[src/rtl/cfg_write_arbiter.sv]
// cfg_write_arbiter: round-robin arbiter with locked multi-beat sequences onto one registered config write port.
// Define CFG_ARB_STATS_EN to build the per-requester saturating grant counters.
module cfg_write_arbiter #(
  parameter int NUM_REQ      = 2,
  parameter int ADDR_BITS    = 16,
  parameter int DATA_BITS    = 64,
  parameter int LOCK_TIMEOUT = 0
) (
  input  logic                           clk,
  input  logic                           rst_n,
  input  logic [NUM_REQ-1:0]             req_valid,
  output logic [NUM_REQ-1:0]             req_ready,
  input  logic [NUM_REQ*ADDR_BITS-1:0]   req_addr,
  input  logic [NUM_REQ*DATA_BITS-1:0]   req_data,
  input  logic [NUM_REQ-1:0]             req_lock,
  output logic                           cfg_valid,
  output logic [ADDR_BITS-1:0]           cfg_addr,
  output logic [DATA_BITS-1:0]           cfg_data,
  output logic                           lock_abort,
  output logic [NUM_REQ*32-1:0]          grant_count
);
  localparam int IW = NUM_REQ > 1 ? $clog2(NUM_REQ) : 1;
  typedef enum logic {IDLE, LOCKED} state_t;
  state_t r_state, w_next;
  logic [IW-1:0] r_last, r_owner, w_win;
  logic [31:0] r_idle;
  logic w_any, w_acc, w_tmo, w_abort;
  // Descending scan so the nearest index after last_grant is assigned last and wins.
  always_comb begin
    w_win = r_owner;
    w_any = 1'b0;
    if (r_state == IDLE) begin
      for (int k = NUM_REQ; k >= 1; k--)
        if (req_valid[(int'(r_last) + k) % NUM_REQ]) begin
          w_win = IW'((int'(r_last) + k) % NUM_REQ);
          w_any = 1'b1;
        end
    end else begin
      w_any = req_valid[r_owner];
    end
    w_acc = w_any & rst_n;
    req_ready = '0;
    req_ready[w_win] = w_acc;
  end
  always_comb begin
    w_tmo = LOCK_TIMEOUT != 0 && r_state == LOCKED && !req_valid[r_owner] &&
            r_idle == 32'(LOCK_TIMEOUT - 1);
    w_abort = w_tmo;
    w_next = r_state == IDLE ? ((w_acc && req_lock[w_win]) ? LOCKED : IDLE)
           : (w_tmo || (w_acc && !req_lock[w_win])) ? IDLE : LOCKED;
  end
  always_ff @(posedge clk) begin
    if (!rst_n) begin
      r_state    <= IDLE;
      r_last     <= IW'(NUM_REQ - 1);
      r_owner    <= '0;
      r_idle     <= '0;
      cfg_valid  <= 1'b0;
      cfg_addr   <= '0;
      cfg_data   <= '0;
      lock_abort <= 1'b0;
    end else begin
      r_state    <= w_next;
      cfg_valid  <= w_acc;
      lock_abort <= w_abort;
      r_idle     <= (LOCK_TIMEOUT != 0 && r_state == LOCKED && !req_valid[r_owner] && !w_tmo)
                    ? r_idle + 32'd1 : '0;
      if (w_acc) begin
        r_last   <= w_win;
        r_owner  <= w_win;
        cfg_addr <= req_addr[w_win*ADDR_BITS +: ADDR_BITS];
        cfg_data <= req_data[w_win*DATA_BITS +: DATA_BITS];
      end
    end
  end
`ifdef CFG_ARB_STATS_EN
  logic [31:0] r_cnt [NUM_REQ];
  always_ff @(posedge clk) begin
    for (int i = 0; i < NUM_REQ; i++)
      r_cnt[i] <= !rst_n ? '0
                : (w_acc && int'(w_win) == i && r_cnt[i] != '1) ? r_cnt[i] + 32'd1 : r_cnt[i];
  end
  for (genvar g = 0; g < NUM_REQ; g++) begin : g_cnt
    assign grant_count[g*32 +: 32] = r_cnt[g];
  end
`else
  assign grant_count = '0;
`endif
endmodule

[config.mk]
export PLATFORM = sky130hd
export DESIGN_NAME = cfg_write_arbiter
export DESIGN_NICKNAME = d
export VERILOG_FILES = /design/src/rtl/cfg_write_arbiter.sv
export SDC_FILE = /design/constraint.sdc
export NUM_CORES = 1
export LEC_CHECK = 0
export ABC_CLOCK_PERIOD_IN_PS = 1910
export CORE_AREA = 2 2 122 124
export DETAILED_ROUTE_END_ITERATION = 16
export DIE_AREA = 0 0 124 126
export HOLD_SLACK_MARGIN = 0.05
export PLACE_DENSITY_LB_ADDON = 0.2
export RECOVER_POWER = 50
export SLEW_MARGIN = 20
export SYNTH_ARGS = -nofsm -noshare
export SYNTH_HDL_FRONTEND = slang
export SYNTH_SLANG_ARGS = --single-unit
[constraint.sdc]
create_clock -name clk -period 1.91 [get_ports clk]
set_clock_uncertainty 0.2 [all_clocks]
set_input_delay 0.191 -clock clk [delete_from_list [all_inputs] [get_ports clk]]
set_output_delay 0.191 -clock clk [all_outputs]
set_load 0.01 [all_outputs]
==> results_dict.tcl <==
set metrics [dict create \
    tightest_slew_ps 714 \
    powerDensity_mw_per_mm2 716 \
    syn_area_mm2 0.00435 \
    hold_ws_ps 261 \
    criticalPathCategory "reg2reg" \
    fin_setup_tns_ps 0 \
    finalSetupViolations 0 \
    place_area_mm2 0.00685 \
    critical_path_required_ps 1920 \
    hp-class "in2reg" \
    yosys-top-cells-area "dfxtp_1, o221ai_1, inv_1" \
    ant_nets 0 \
    wl_met2_um 6930 \
    period_share_pct 93.4 \
    p_leak_nw 3.24 \
    synth_cells 538 \
    yosys.area.top_type_share_pct 38.7 \
    cts_buffers 9 \
    synth-seq-area-share_pct 38.7 \
    clock_sinks 84 \
    dr.first_iter.drc_count 189 \
    fin_util_pct 49.8 \
    grt_max_degree 81 \
    dp_hpwl_um 9850 \
    globalplace.congestion 0.717 \
    root_buffer "clkbuf_16" \
    synth.distinct_cells 25 \
    slew_viol_final 0 \
    dr.pass1.iters 4 \
    wl_met3_um 1160 \
    cpMaxStageDelayCell "or3b_4" \
    cp_num_buf_inv 1 \
    path_clk_slew_ps 60 \
    power_mw 5.10 \
    num_rows 44 \
    viasPerCell 4.65 \
    avgSynthCellArea_um2 8.08 \
    grt_usage_pct 17.5 \
    start_util_pct 30.4 \
    post_cts_buffers 0 \
    routed_wl_um 14100 \
    cts_hold_buffers 0 \
    vdd_drop_max_mv 0.334 \
    timing.critical_path.from_type "register" \
    die_area_mm2 0.0156 \
    status "complete, no violations" \
    finalCriticalPeriod_ps 1780 \
    via_count 4463 \
    io_pins 314 \
    synth-seq-cells 84 \
    grt_pass1_wl_um 21500 \
    coreArea_mm2 0.0143 \
    drcViolationCount 0 \
    die_y_um 126 \
    top_layer "met4" \
    area_growth_pct 64.0 \
    portBuffers 248 \
    yosys_warnings 0 \
    critPathArrivalTime_ps 1790 \
    max_cap_viol_count 0 \
    max_slew_margin_pct 52.4 \
    cts_resized 5 \
    grt_pass1_vias 4445 \
    clock_path_buffers 2 \
    antenna_found_initial 0 \
    critPathTopFamily "simple AND/OR/NAND/NOR gates" \
    hold_violations 0 \
    path_cells "or3b_4 > buf_4 > nand4_1 > o221ai_1" \
    n_fill_cell 1362 \
    regArea_mm2 0.00168 \
    rsz0062_at_grt "false" \
    die_w_um 124 \
    nNetsFinal 937 \
    cts.htree.levels 3 \
    synth_top_area_cell "dfxtp_1" \
    cp_slowest_stage_delay_ps 390 \
    fmax_ghz 0.561 \
    cp_max_fo 60 \
    diodes 0 \
    grt_overflow_total 0 \
    wl_met1_um 5710 \
    drive_above_1_share_pct 5.28 \
    multi_input_area_mm2 0.00163 \
    clkLatencyLatePin_ps 340 \
    critPathCaptureType "register" \
    cts_tree "done" \
    design_area_mm2 0.00713 \
    wl_per_cell_um 14.7 \
]
-- report_power, final --
part           total [mW]  leakage [nW]  internal [mW]  switching [mW]
clock network        1.67         0.140          0.988           0.679
registers            2.05         0.698           1.95          0.0957
logic                1.39          2.41          0.759           0.630
-- cell type report --
class	instances	area share (%)
inverter	162	8.52
multi-input combinational	247	22.9
sequential	84	23.6
clock buffer	15	3.89
timing repair buffer	267	37.8
tap	184	3.23
clock inverter	1	0.0702
-- metrics by stage --
step | cells | setup WS (ps)
4_1_cts | 960 | 3.05
3_5_place_dp | 944 | -208
3_3_place_gp | 944 | -210
6_report | 960 | 126
2_1_floorplan | 602 | 211
5_1_grt | 960 | 54.9
-- Yosys cell counts --
| cell | n |
|---|---|
| inv_1 | 162 |
| dfxtp_1 | 84 |
| o221ai_1 | 81 |
| nand4_1 | 80 |
| buf_4 | 73 |
| clkbuf_1 | 25 |
| buf_1 | 8 |
| nand2_1 | 4 |
| and2_1 | 2 |
| buf_2 | 2 |
| mux2i_1 | 2 |
| nand3b_1 | 2 |
| a21boi_0 | 1 |
| a221o_1 | 1 |
| a31oi_2 | 1 |
| and3_1 | 1 |
| and3_4 | 1 |
| buf_6 | 1 |
| conb_1 | 1 |
| nand2b_1 | 1 |
| nand3_1 | 1 |
| nor3b_1 | 1 |
| o211a_1 | 1 |
| o21ai_0 | 1 |
| or3b_1 | 1 |
-- final timing paths --
check / startpoint / to / slack [ps] / cells past startpoint
worst max-delay path: register / cfg_addr[3]$_SDFFE_PN0N_ / 130 / 4
worst min register to register: cfg_addr[11]$_SDFFE_PN0N_ / cfg_addr[11]$_SDFFE_PN0N_ / 290 / 2
worst min-delay path: req_data[30] / cfg_data[30]$_SDFFE_PN0N_ / 260 / 3
worst max register to register: register / cfg_addr[3]$_SDFFE_PN0N_ / 130 / 4
-- state kept, by name (all words and copies together) (netlist names), named ones only --
register	flops
cfg_addr	16
cfg_data	64
r_owner	1
r_last	1
cfg_valid	1
-- cell families after synthesis --
family,Yosys count,synth area share (%)
AO/OA/AOI/OAI,86,17.3
buffers and inverters,271,29.9
flip-flops,84,38.7
multiplexers,2,0.460
other,1,0.0862
AND/OR/NAND/NOR,94,13.5
-- worst register-to-register path, delay by kind of cell, from the launching register on --
family | cells | cell delay [ps]
buffers and inverters | 1 | 360
AND/OR/NAND/NOR | 2 | 620
flip-flops | 1 | 350
AO/OA/AOI/OAI | 1 | 120
-- cells in the final DEF (no fill, tap or decap), drive strengths merged --
cell	count
clkdlybuf4s50	167
inv	162
dfxtp	84
o221ai	81
nand4	80
dlygate4sd3	79
conb	65
buf	18
clkbuf	17
nand2	4
nand3b	2
mux2i	2
and2	2
and3	2
or3b	1
nand2b	1
nand3	1
nor3b	1
a31oi	1
o211a	1
a221o	1
o21ai	1
a21boi	1
clkinv	1
dlygate4sd2	1
-- per-layer routing --
layer,GRT usage [%],up-vias
met1,20.0,2082
met5,0,-
met4,7.53,0
li1,-,2185
met2,30.5,175
met3,4.57,21
Note: power is estimated with default switching activity, not from simulation.
==> patch 1: new RTL, same settings <==
The parameter `ADDR_BITS` goes from 16 to 17.
--- a/src/rtl/cfg_write_arbiter.sv
+++ b/src/rtl/cfg_write_arbiter.sv
@@ -2,7 +2,7 @@
 // Define CFG_ARB_STATS_EN to build the per-requester saturating grant counters.
 module cfg_write_arbiter #(
   parameter int NUM_REQ      = 2,
-  parameter int ADDR_BITS    = 16,
+  parameter int ADDR_BITS    = 17,
   parameter int DATA_BITS    = 64,
   parameter int LOCK_TIMEOUT = 0
 ) (
Interface: changed (resized cfg_addr and req_addr); port bits go from 314 to 317. No check against the original RTL was run, so the function may have changed too.
==> patch 1 against the original RTL <==
Critical path type is now reg2out; wire length is 1.8% higher; design area up 1.2%; maximum frequency decreased by 4.7%; largest power group unchanged; largest cell class unchanged; core utilization rose by 0.61 points; first-iteration DRC count fell by 23%; worst setup slack got worse by 89 ps; sequential cell count up 1; count of clock-buffer cells in the layout down 3; power decreased by 0.22%; critical endpoint is now req_ready[0]; clock power shrank 4%; global-route usage grew 0.62 points; synthesized area is 0.40% higher.
==> patch 1: results (changes against the original RTL) <==
- Status: finished, final reports clean (unchanged)
- DR DRC count: 0 (unchanged)
- Worst hold path type: in2reg (unchanged)
- Clock root cell: clkbuf_16 (unchanged)
- GRT Util Overall: 18.1% (was 17.5%)
- Number of routed nets with antenna violations: 0 (unchanged)
- H-tree levels: 3 (unchanged)
- Worst reg2reg path endpoint: cfg_data[16] (was cfg_addr[3])
- ANT cells: 0 (unchanged)
- Pin count of the biggest net entering global routing: 82 (was 81)
- Maximum VDD drop: 309 µV (was 334 µV)
- CP max FO: 5 (was 60)
- Post-Place Worst Slack: -223 ps (was -208 ps)
- Total CTS buffers: 9 (unchanged)
- Post-synthesis sequential area ratio: 39.0% (was 38.7%)
- Reg2reg setup slack: 120 ps
- Initial DRC count: 146 (was 189)
- Reg2Reg Depth: 4 (unchanged)
- FFs w/ async S/R, synth: 0% (unchanged)
- Number of detailed-route iterations in the first pass: 5 (was 4)
- P_int: 3.69 mW (was 3.70 mW)
- Fillers: 1346 (was 1362)
- Met3 global-route usage: 5.07% (was 4.57%)
- MaxCap Viol Count: 0 (unchanged)
- Top Registers: cfg_data (64), cfg_addr (17) (was cfg_data (64), cfg_addr (16))
- Post_cts resized: 5 (unchanged)
- Worst R2R Start: r_last
- Later-pin clock latency in the skew report: 330 ps
- Post-synth cell types: 26 (was 25)
- DR vias: 4561 (was 4463)
- Top cells by area, synth: dfxtp_1 (39%), o221ai_1 (16%), inv_1 (14%) (unchanged)
- Hold_buf cts: 0 (unchanged)
- Sink Count: 85 (was 84)
- Max Clk Rate: 0.534 GHz (was 0.561 GHz)
- Worst Path Arrival: 1480 ps (was 1790 ps)
- Top cells by count, synth: inv_1 (164), dfxtp_1 (85), o221ai_1 (82), nand4_1 (81), buf_4 (65) (was inv_1 (162), dfxtp_1 (84), o221ai_1 (81), nand4_1 (80), buf_4 (73))
- Clock power frac: 31.6% (was 32.7%)
- RePlAce Congestion: 0.804 (was 0.717)
- Hold path start: rst_n (was req_data[30])
- Hold EP: r_last (was cfg_data[30])
- Met1 usage in global routing: 19.9% (was 20.0%)
- # nets final: 947 (was 937)
- DPL Wire Length: 10000 µm (was 9850 µm)
- GR Util met2: 32.8% (was 30.5%)
- Proportion of layout cells with a drive suffix above 1: 5.24% (was 5.28%)
- Hold Path Depth: 2 (was 3)
- Worst-Margin Slew: 703 ps (was 714 ps)
- CTS Buffer Depth: 2 (unchanged)
- Avg WL per Cell: 14.9 µm (was 14.7 µm)
- P_leak: 3.28 nW (was 3.24 nW)
- Wire length of the first global-routing pass: 22400 µm (was 21500 µm)
- Synth warn: 0 (unchanged)
- Port Buffers: 251 (was 248)
- Commonest register cell after synthesis: dfxtp_1 (unchanged)
## patch 1: changes by cell type after synthesis, moves of 2 or more
cell	unedited run	this run
buf_1	8	13
buf_2	2	10
buf_4	73	65
clkbuf_1	25	19
inv_1	162	164
## patch 1: worst max path at each step
stage                 startpoint            to  slack (ps)  cells past startpoint
floorplan               register      register         210                      5
global placement    req_valid[1]  req_ready[0]        -210                      4
detailed placement  req_valid[1]  req_ready[0]        -220                      4
CTS                       r_last  req_ready[0]          20                      3
global route              r_last  req_ready[0]           7                      3
finish                    r_last  req_ready[0]          40                      3
## patch 1: kinds of logic after synthesis
| group | Yosys count | synth area share, % |
|---|---|---|
| AOI/OAI and AO/OA | 87 | 17.3 |
| buffers and inverters | 273 | 29.5 |
| DFF | 85 | 39.0 |
| muxes | 2 | 0.458 |
| other | 1 | 0.0859 |
| and+or+nand+nor | 95 | 13.6 |
## patch 1: cell type report
type	instances	share of cell area (%)
Clock buffer	12	3.55
Clock inverter	2	0.139
Inverter	164	8.53
Multi-Input combinational cell	249	22.8
Sequential cell	85	23.6
Tap cell	184	3.19
Timing Repair Buffer	270	38.2
## patch 1: per-layer routing
metal  part of all wire [%]  vias to the layer above
met5                      0                        -
met2                     50                      186
met3                    8.8                       19
li1                       -                     2201
met4                    1.9                        0
met1                     39                     2155
## patch 1: critical path: stages (launching register included)
cell and delay (ps):
dfxtp_2 340, or3b_4 410, and3_4 160, clkdlybuf4s15_2 230
## patch 1: stage by stage
step	setup TNS (ps)	total power [mW]	instances	hold slack, ps	instance area [µm²]
2_1_floorplan	0	2.78	607	52.9	4610
3_3_place_gp	-11380	3.58	952	281	6950
3_5_place_dp	-14480	3.61	952	286	6950
4_1_cts	0	5.26	966	218	7220
5_1_grt	0	5.39	966	247	7220
6_report	0	5.09	966	233	7220
==> patch 2: new RTL, same settings <==
Made on the original files. The option `CFG_ARB_STATS_EN` is turned on by a define.
--- a/src/rtl/cfg_write_arbiter.sv
+++ b/src/rtl/cfg_write_arbiter.sv
@@ -1,5 +1,7 @@
 // cfg_write_arbiter: round-robin arbiter with locked multi-beat sequences onto one registered config write port.
 // Define CFG_ARB_STATS_EN to build the per-requester saturating grant counters.
+`define CFG_ARB_STATS_EN
+
 module cfg_write_arbiter #(
   parameter int NUM_REQ      = 2,
   parameter int ADDR_BITS    = 16,
Function: changed (Yosys sat finds a counterexample within 4 cycles, from zero or initial values and one cycle with rst_n low).
==> patch 2 against the original RTL <==
The run now ends with setup timing left; clock power increased by 76%; count of clock-buffer cells in the layout up 9; worst setup slack lost 700 ps; power is 64% higher; sequential cell count grew 64; synthesized area is 58% higher; sequential share of layout area up 0.44 points; design area grew 76%; wire length increased by 110%.
==> patch 2: results (changes against the original RTL) <==
- H-tree levels: 4 (was 3)
- Detailed Route WL: 29200 µm (was 14100 µm)
- Worst Path Arrival: 2620 ps (was 1790 ps)
- CP max FO: 7 (was 60)
- Port Buffers: 312 (was 248)
- Hold_ws: 214 ps (was 261 ps)
- Top cells by count, synth: dfxtp_1 (148), nor2_1 (100), mux2i_1 (99), a211oi_1 (83), nand2_1 (43) (was inv_1 (162), dfxtp_1 (84), o221ai_1 (81), nand4_1 (80), buf_4 (73))
- P_leak: 5.29 nW (was 3.24 nW)
- RePlAce Congestion: 0.860 (was 0.717)
- Number of detailed-route iterations in the first pass: 5 (was 4)
- Wire length of the first global-routing pass: 39200 µm (was 21500 µm)
- Post-synth cell types: 55 (was 25)
- Placed Area: 0.0112 mm² (was 0.00685 mm²)
- Initial DRC count: 810 (was 189)
- Reg2Reg Depth: 6 (was 4)
- P_int: 6.08 mW (was 3.70 mW)
- Worst-Margin Slew: 560 ps (was 714 ps)
- Later-pin clock latency in the skew report: 420 ps (was 340 ps)
- Proportion of layout cells with a drive suffix above 1: 24.5% (was 5.28%)
- GRT Util Overall: 31.8% (was 17.5%)
- Top Registers: cfg_data (64), r_cnt (64), cfg_addr (16) (was cfg_data (64), cfg_addr (16))
- Pin count of the biggest net entering global routing: 64 (was 81)
- Status: finished with violations (was finished, final reports clean)
- Top cells by area, synth: dfxtp_1 (43%), mux2i_1 (14%), a211oi_1 (9.1%) (was dfxtp_1 (39%), o221ai_1 (16%), inv_1 (14%))
- DP Cell Count: 1330 (was 944)
- Via density: 5.90 (was 4.65)
- Setup-failing EPs final: 93 (was 0)
- Worst Slack Setup Final: -578 ps (was 126 ps)
- Hold path start: req_data[122] (was req_data[30])
- Failing checks: setup timing
- Number of global-route vias before repair: 7707 (was 4445)
- Worst reg2reg path endpoint: r_cnt[0][59] (was cfg_addr[3])
- Syn_area_per_cell: 9.08 µm² (was 8.08 µm²)
- # nets final: 1368 (was 937)
patch 2: kinds of logic (layout without fill, tap and decap cells):
group	after synthesis	in the layout	synth area share (%)
AOI/OAI and AO/OA	173	174	17.8
DFF	148	148	43.2
xor gates and xnor gates	7	7	0.895
and+or+nand+nor	266	266	19.6
other	1	1	0.0547
muxes	99	99	14.5
adders and majority gates	2	2	0.365
buffers and inverters	59	515	3.65
patch 2: cell type report:
type	instances	share of cell area, %
flip-flops and latches	148	24.1
repair buffers	475	36.7
clock buffers	24	3.68
inverters	9	0.289
clock inverters	7	0.279
well taps	184	1.83
multi-input cells	549	33.2
patch 2: routing by layer:
layer | GRT usage (%) | part of all wire, %
met5 | 0 | 0
met4 | 13.3 | 4.5
met3 | 8.79 | 8.2
met2 | 53.5 | 51
met1 | 38.0 | 37
patch 2: critical path, stage by stage, from the launching register on:
cell and delay, ps:
dfxtp_4 360, nand4_4 120, buf_4 190, nor4_1 530, o2111ai_2 390, or3_1 430, a21oi_1 190
patch 2: worst max path at each step:
| stage | start | endpoint | slack [ps] | depth (start not counted) |
|---|---|---|---|---|
| final | r_cnt[0][38] | r_cnt[0][59] | -580 | 6 |
| after CTS | r_cnt[0][38] | r_cnt[0][33] | -280 | 7 |
| after global placement | r_cnt[0][32] | r_cnt[0][33] | -370 | 7 |
| after global routing | r_cnt[0][42] | r_cnt[0][59] | -510 | 6 |
| after floorplan | r_cnt[0][44] | r_cnt[0][33] | -220 | 6 |
| after detailed placement | r_cnt[0][38] | r_cnt[0][33] | -430 | 6 |
patch 2: power groups by stage:
stage | clock, mW | sequential (mW) | combinational [mW]
after floorplan | 0 | 3.56 | 0.672
after global placement | 0 | 3.46 | 1.80
after detailed placement | 0 | 3.47 | 1.83
after CTS | 2.94 | 3.40 | 1.89
after global routing | 3.06 | 3.43 | 2.13
final | 2.94 | 3.41 | 2.01
patch 2: what timing repair did:
item / in CTS / in global routing
pin swaps: 16 / 54
setup endpoints to repair: 53 / 126
gates cloned: 1 / 5
resized for setup: 45 / 81
buffers inserted: 13 / 18
